==> config.mk <==
export PLATFORM = sky130hd
export DESIGN_NAME = logic_table_sweeper
export DESIGN_NICKNAME = d
export VERILOG_FILES = /design/src/rtl/logic_table_sweeper.sv
export SDC_FILE = /design/constraint.sdc
export NUM_CORES = 1
export LEC_CHECK = 0
export ABC_AREA = 1
export ABC_CLOCK_PERIOD_IN_PS = 1400
export BUFFER_PORTS_ARGS = -buffer_cell sky130_fd_sc_hd__buf_2
export CELL_PAD_IN_SITES_DETAIL_PLACEMENT = 1
export CELL_PAD_IN_SITES_GLOBAL_PLACEMENT = 1
export CORE_UTILIZATION = 25
export CTS_BUF_LIST = sky130_fd_sc_hd__clkbuf_8
export DETAILED_ROUTE_END_ITERATION = 7
export PLACE_DENSITY_LB_ADDON = 0.15
export SYNTH_ARGS = -nofsm -noshare
export SYNTH_HDL_FRONTEND = slang
export SYNTH_SLANG_ARGS = --single-unit
==> constraint.sdc <==
create_clock -name clk -period 1.4 [get_ports clk]
set_input_delay 0 -clock clk [delete_from_list [all_inputs] [get_ports clk]]
set_output_delay 0 -clock clk [all_outputs]
set_load 0.02 [all_outputs]
==> src/rtl/logic_table_sweeper.sv <==
`default_nettype none
// ============================================================================
// Module   : logic_table_sweeper
// Purpose  : Bitwise two-input boolean function selected by a 4-bit truth
//            table, with a self-running sweep that captures the table.
// Revision : 1.0 - initial release
// ============================================================================
module logic_table_sweeper #(
    parameter int WIDTH = 4,
    parameter int HOLD  = 1
) (
    input  logic             clk,
    input  logic             rstn,
    input  logic [3:0]       func,
    input  logic             mode,
    input  logic             start,
    input  logic             valid_in,
    input  logic [WIDTH-1:0] a,
    input  logic [WIDTH-1:0] b,
    output logic [WIDTH-1:0] s,
    output logic             valid_out,
    output logic             busy,
    output logic             done,
    output logic [3:0]       table_out,
    output logic [1:0]       step
);

    localparam int c_HCW = (HOLD < 1) ? 1 : $clog2(HOLD + 1);
    localparam logic [c_HCW-1:0] c_HOLD_LAST = c_HCW'(HOLD - 1);

    typedef enum logic [1:0] {
        ST_IDLE  = 2'd0,
        ST_SWEEP = 2'd1,
        ST_DONE  = 2'd2
    } state_t;

    state_t           r_state;
    state_t           w_state_nxt;
    logic [3:0]       r_func_q,   w_func_q_nxt;
    logic [c_HCW-1:0] r_hold,     w_hold_nxt;
    logic [3:0]       r_tbl_cap,  w_tbl_cap_nxt;
    logic [WIDTH-1:0] r_s,        w_s_nxt;
    logic             r_valid,    w_valid_nxt;
    logic             r_busy,     w_busy_nxt;
    logic             r_done,     w_done_nxt;
    logic [3:0]       r_table,    w_table_nxt;
    logic [1:0]       r_step,     w_step_nxt;
    logic [1:0]       w_step_inc;

    assign w_step_inc = r_step + 2'd1;

    function automatic logic [WIDTH-1:0] eval_tt(
        input logic [3:0]       tt,
        input logic [WIDTH-1:0] x,
        input logic [WIDTH-1:0] y
    );
        logic [WIDTH-1:0] r;
        r = '0;
        for (int i = 0; i < WIDTH; i++) begin
            r[i] = tt[{x[i], y[i]}];
        end
        return r;
    endfunction

    always_ff @(posedge clk or negedge rstn) begin
        if (!rstn) begin
            r_state   <= ST_IDLE;
            r_func_q  <= 4'd0;
            r_hold    <= '0;
            r_tbl_cap <= 4'd0;
            r_s       <= '0;
            r_valid   <= 1'b0;
            r_busy    <= 1'b0;
            r_done    <= 1'b0;
            r_table   <= 4'd0;
            r_step    <= 2'd0;
        end else begin
            r_state   <= w_state_nxt;
            r_func_q  <= w_func_q_nxt;
            r_hold    <= w_hold_nxt;
            r_tbl_cap <= w_tbl_cap_nxt;
            r_s       <= w_s_nxt;
            r_valid   <= w_valid_nxt;
            r_busy    <= w_busy_nxt;
            r_done    <= w_done_nxt;
            r_table   <= w_table_nxt;
            r_step    <= w_step_nxt;
        end
    end

    // Each step's result is loaded on the edge that enters the step, so
    // valid_out lines up with the first cycle that step shows that index.
    always_comb begin
        w_state_nxt   = r_state;
        w_func_q_nxt  = r_func_q;
        w_hold_nxt    = r_hold;
        w_tbl_cap_nxt = r_tbl_cap;
        w_s_nxt       = r_s;
        w_valid_nxt   = 1'b0;
        w_busy_nxt    = r_busy;
        w_done_nxt    = 1'b0;
        w_table_nxt   = r_table;
        w_step_nxt    = r_step;

        case (r_state)
            ST_IDLE: begin
                if (mode && start) begin
                    w_state_nxt   = ST_SWEEP;
                    w_func_q_nxt  = func;
                    w_hold_nxt    = '0;
                    w_step_nxt    = 2'd0;
                    w_busy_nxt    = 1'b1;
                    w_s_nxt       = {WIDTH{func[0]}};
                    w_valid_nxt   = 1'b1;
                    w_tbl_cap_nxt = {3'b000, func[0]};
                end else if (valid_in) begin
                    w_s_nxt     = eval_tt(func, a, b);
                    w_valid_nxt = 1'b1;
                end
            end

            ST_SWEEP: begin
                if (r_hold == c_HOLD_LAST) begin
                    w_hold_nxt = '0;
                    if (r_step == 2'd3) begin
                        w_state_nxt = ST_DONE;
                        w_step_nxt  = 2'd0;
                        w_busy_nxt  = 1'b0;
                        w_done_nxt  = 1'b1;
                        w_table_nxt = r_tbl_cap;
                    end else begin
                        w_step_nxt                = w_step_inc;
                        w_s_nxt                   = {WIDTH{r_func_q[w_step_inc]}};
                        w_valid_nxt               = 1'b1;
                        w_tbl_cap_nxt[w_step_inc] = r_func_q[w_step_inc];
                    end
                end else begin
                    w_hold_nxt = r_hold + 1'b1;
                end
            end

            ST_DONE: begin
                w_state_nxt = ST_IDLE;
                w_step_nxt  = 2'd0;
            end

            default: begin
                w_state_nxt = ST_IDLE;
                w_busy_nxt  = 1'b0;
                w_step_nxt  = 2'd0;
            end
        endcase
    end

    assign s         = r_s;
    assign valid_out = r_valid;
    assign busy      = r_busy;
    assign done      = r_done;
    assign table_out = r_table;
    assign step      = r_step;

endmodule
`default_nettype wire
==> flow_summary.toml <==
[die]
pin_count = 30
die_x_um = 73.17
placeableCoreArea_um2 = 4786
rows = 25
die-area_um2 = 5353
initial_utilization = 0.2646
die_h_um = 73.17

[worst_hold_path]
hold_path_class = "primary input to flip-flop"

[final_layout]
drive_gt1_frac = 0.3267
antennaDiodeCount = 0
area_growth_syn_to_layout_pct = 29.05
fin_nets = 225

[status]
status = "finished, final reports clean"

[drt]
wl_per_cell_um = 12.70
vias_per_cell = 4.346
drc = 0
vias = 1169
routed_wl_mm = 3.417
final_antenna_net_count = 0
dr.pass1.iters = 4
drt_iter0_markers = 34

[yosys]
yosys.area_share.adder = 0.04941
synth_compound_area_frac = 0.1008
synth_mux_area_frac = 0
synthDominantCellAreaShare = 0.4545
ys_ff_latch = 23
syn_area_um2 = 1266
syn_avg_cell_area_um2 = 7.768
yosysWarnings = 0
synthSimpleGateAreaFrac = 0.3142
synth_edf_count = 0
syn_inst = 163
synth_top_cell_by_area = "dfrtp_1"
synth_ff_type = "dfrtp_1"
ys_seq_area_frac = 0.4545
ys_top_cells_by_count = "nand2_1, dfrtp_1, inv_1, nand3_1, o21ai_1"
syn_nets = 185
synth_top_family_by_area = "simple AND/OR/NAND/NOR gates"
yosys.cell_types.count = 21
synthArstFlopShare = 1.000
synth.most_common_cell = "nand2_1"
yosys.area_share.xor_xnor = 0
synth_area_leaders = "dfrtp_1, nand2_1, inv_1"

[placed_design]
globalplace.congestion = 0.7577
hpwlAfterDp_mm = 2.839
portBuffers = 29

[sta]
hold_viol = 0
fin_hold_ws_ns = 0.04695
tightest_slew_ns = 0.5267
setup_tns_ns = 0
slew-limit-headroom = 0.6489
fmax_ghz = 0.7378
fin_crit_ns = 1.355
fin_crit_sh = 0.9682
clock_skew_ns = 0.002371
slew_violations = 0
setup_viol_count_final = 0
rsz0062_at_grt = "yes"

[grt]
grt_max_degree = 24
grt_pass1_vias = 1303
grt_usage = 0.1475
grt_pass1_wl_mm = 5.927
antenna_found_initial = 0
overflow = 0

[power_and_ir_drop]
combPwrFrac = 0.552
p_seq_frac = 0.329
cellLeakagePower_nw = 0.9023
internal_power_mw = 1.926
swShare = 0.4592
vdd_ir_drop_max_uv = 474.0
power.net_switching_mw = 1.636
p_clk_frac = 0.119
p_per_area_nw_per_um2 = 2180

[clocking]
clockBufferDepth = 2
cts-root-buf = "clkbuf_8"
h-tree-depth = 1
clk_pin_slew_ns = 0.08
cts_tree = "built"
cts_buffers = 3
clkSinkCount = 23
worstSkewPairLatency_ns = 0.27

[flow_run]
max-cap-violations = 0

[worst_setup_path]
worstPathRequired_ns = 1.56
cp-start-kind = "flip-flop"
crit_type = "flip-flop to flip-flop"
end_kind = "flip-flop"
crit_arrival_ns = 1.51
critPathMaxFanout = 5
==> cells by family after synthesis <==
kind of cell             count (synthesis)
AND/OR/NAND/NOR                         89
adder cells (fa/ha/maj)                  5
buffers and inverters                   27
flip-flops                              23
AO/OA/AOI/OAI                           19
==> power groups by stage <==
stage | logic (mW) | clock network (mW) | registers, mW
6_report | 1.97 | 0.425 | 1.17
5_1_grt | 2.21 | 0.461 | 1.22
4_1_cts | 1.93 | 0.446 | 1.18
3_5_place_dp | 1.92 | 0 | 1.19
3_3_place_gp | 1.84 | 0 | 1.17
2_1_floorplan | 1.11 | 0 | 1.37
==> path summary, 6_finish.rpt <==
check                              from          end  slack [ns]  depth (start not counted)
min in group asynchronous          rstn  r_func_q[3]        0.23                          2
max in group asynchronous          rstn      step[1]        0.79                          2
worst min-delay path            func[3]  r_func_q[3]        0.05                          3
worst max register to register  step[0]         s[0]        0.04                          7
worst max-delay path            step[0]         s[0]        0.04                          7
worst min register to register     busy         busy        0.47                          2
==> worst max-delay path, stage by stage, from the launching register on <==
cell      delay, ns
dfrtp_2        0.43
inv_4          0.05
ha_4           0.27
inv_2          0.04
nand3_2        0.05
nand2_2        0.08
a21boi_4       0.24
a21oi_2        0.08
==> flip-flops by register name, summed over array words and instances (netlist names) <==
| name | flops |
|---|---|
| s | 4 |
| r_func_q | 4 |
| r_tbl_cap | 4 |
| done | 1 |
| table_out | 4 |
| step | 2 |
| valid_out | 1 |
| r_state | 2 |
| busy | 1 |
==> per-layer routing <==
metal	wire length, um	GRT usage	vias to the layer above
met5	0	0	-
met4	66	0.05882	0
met3	79	0.01657	5
met2	1930	0.2891	25
met1	1339	0.1581	560
li1	-	-	579
==> cells in the final DEF (no fill, tap or decap), types with 2 or more instances in the layout <==
master    netlist  layout
inv_2           4       5
buf_4           0       6
nor2_1          5       5
dfrtp_2         0       2
dfrtp_1        23      21
o21ai_0         2       2
nand3_1        14      12
nand2_4         2       3
buf_2           1      29
o21ai_1         9       8
nand2_1        63      61
nand2_2         2       3
ha_1            5       4
clkinv_2        0       2
a21oi_2         4       4
inv_1          21      19
clkbuf_8        0       3
nand3_2         0       2
==> cell type report <==
cell class              count  area, um2
multi-input cells         113      624.3
inverters                  26      101.3
well taps                  67      83.83
clock buffers               3      41.29
fillers                   603       3152
clock inverters             1      5.005
repair buffers             36      200.2
flip-flops and latches     23      578.1
==> metrics by stage <==
step                power, mW  worst slack [ns]  cells  utilization  area [um2]
floorplan               2.476          0.001892    163            -        1287
global placement        3.013           0.05386    263       0.3237        1549
detailed placement      3.111         -0.001255    263       0.3237        1549
CTS                     3.551          0.004851    268       0.3354        1605
global route            3.892          -0.02691    269       0.3414        1634
finish                  3.562           0.04455    269       0.3414        1634
==> timing repair <==
action,4_1_cts,5_1_grt
hold endpoints to repair,23,0
setup buffers,0,1
pin swaps,1,6
gates resized for setup,0,6
hold buffers,1,0
endpoints found under the setup margin,4,12
Note: power is estimated with default switching activity, not from simulation.
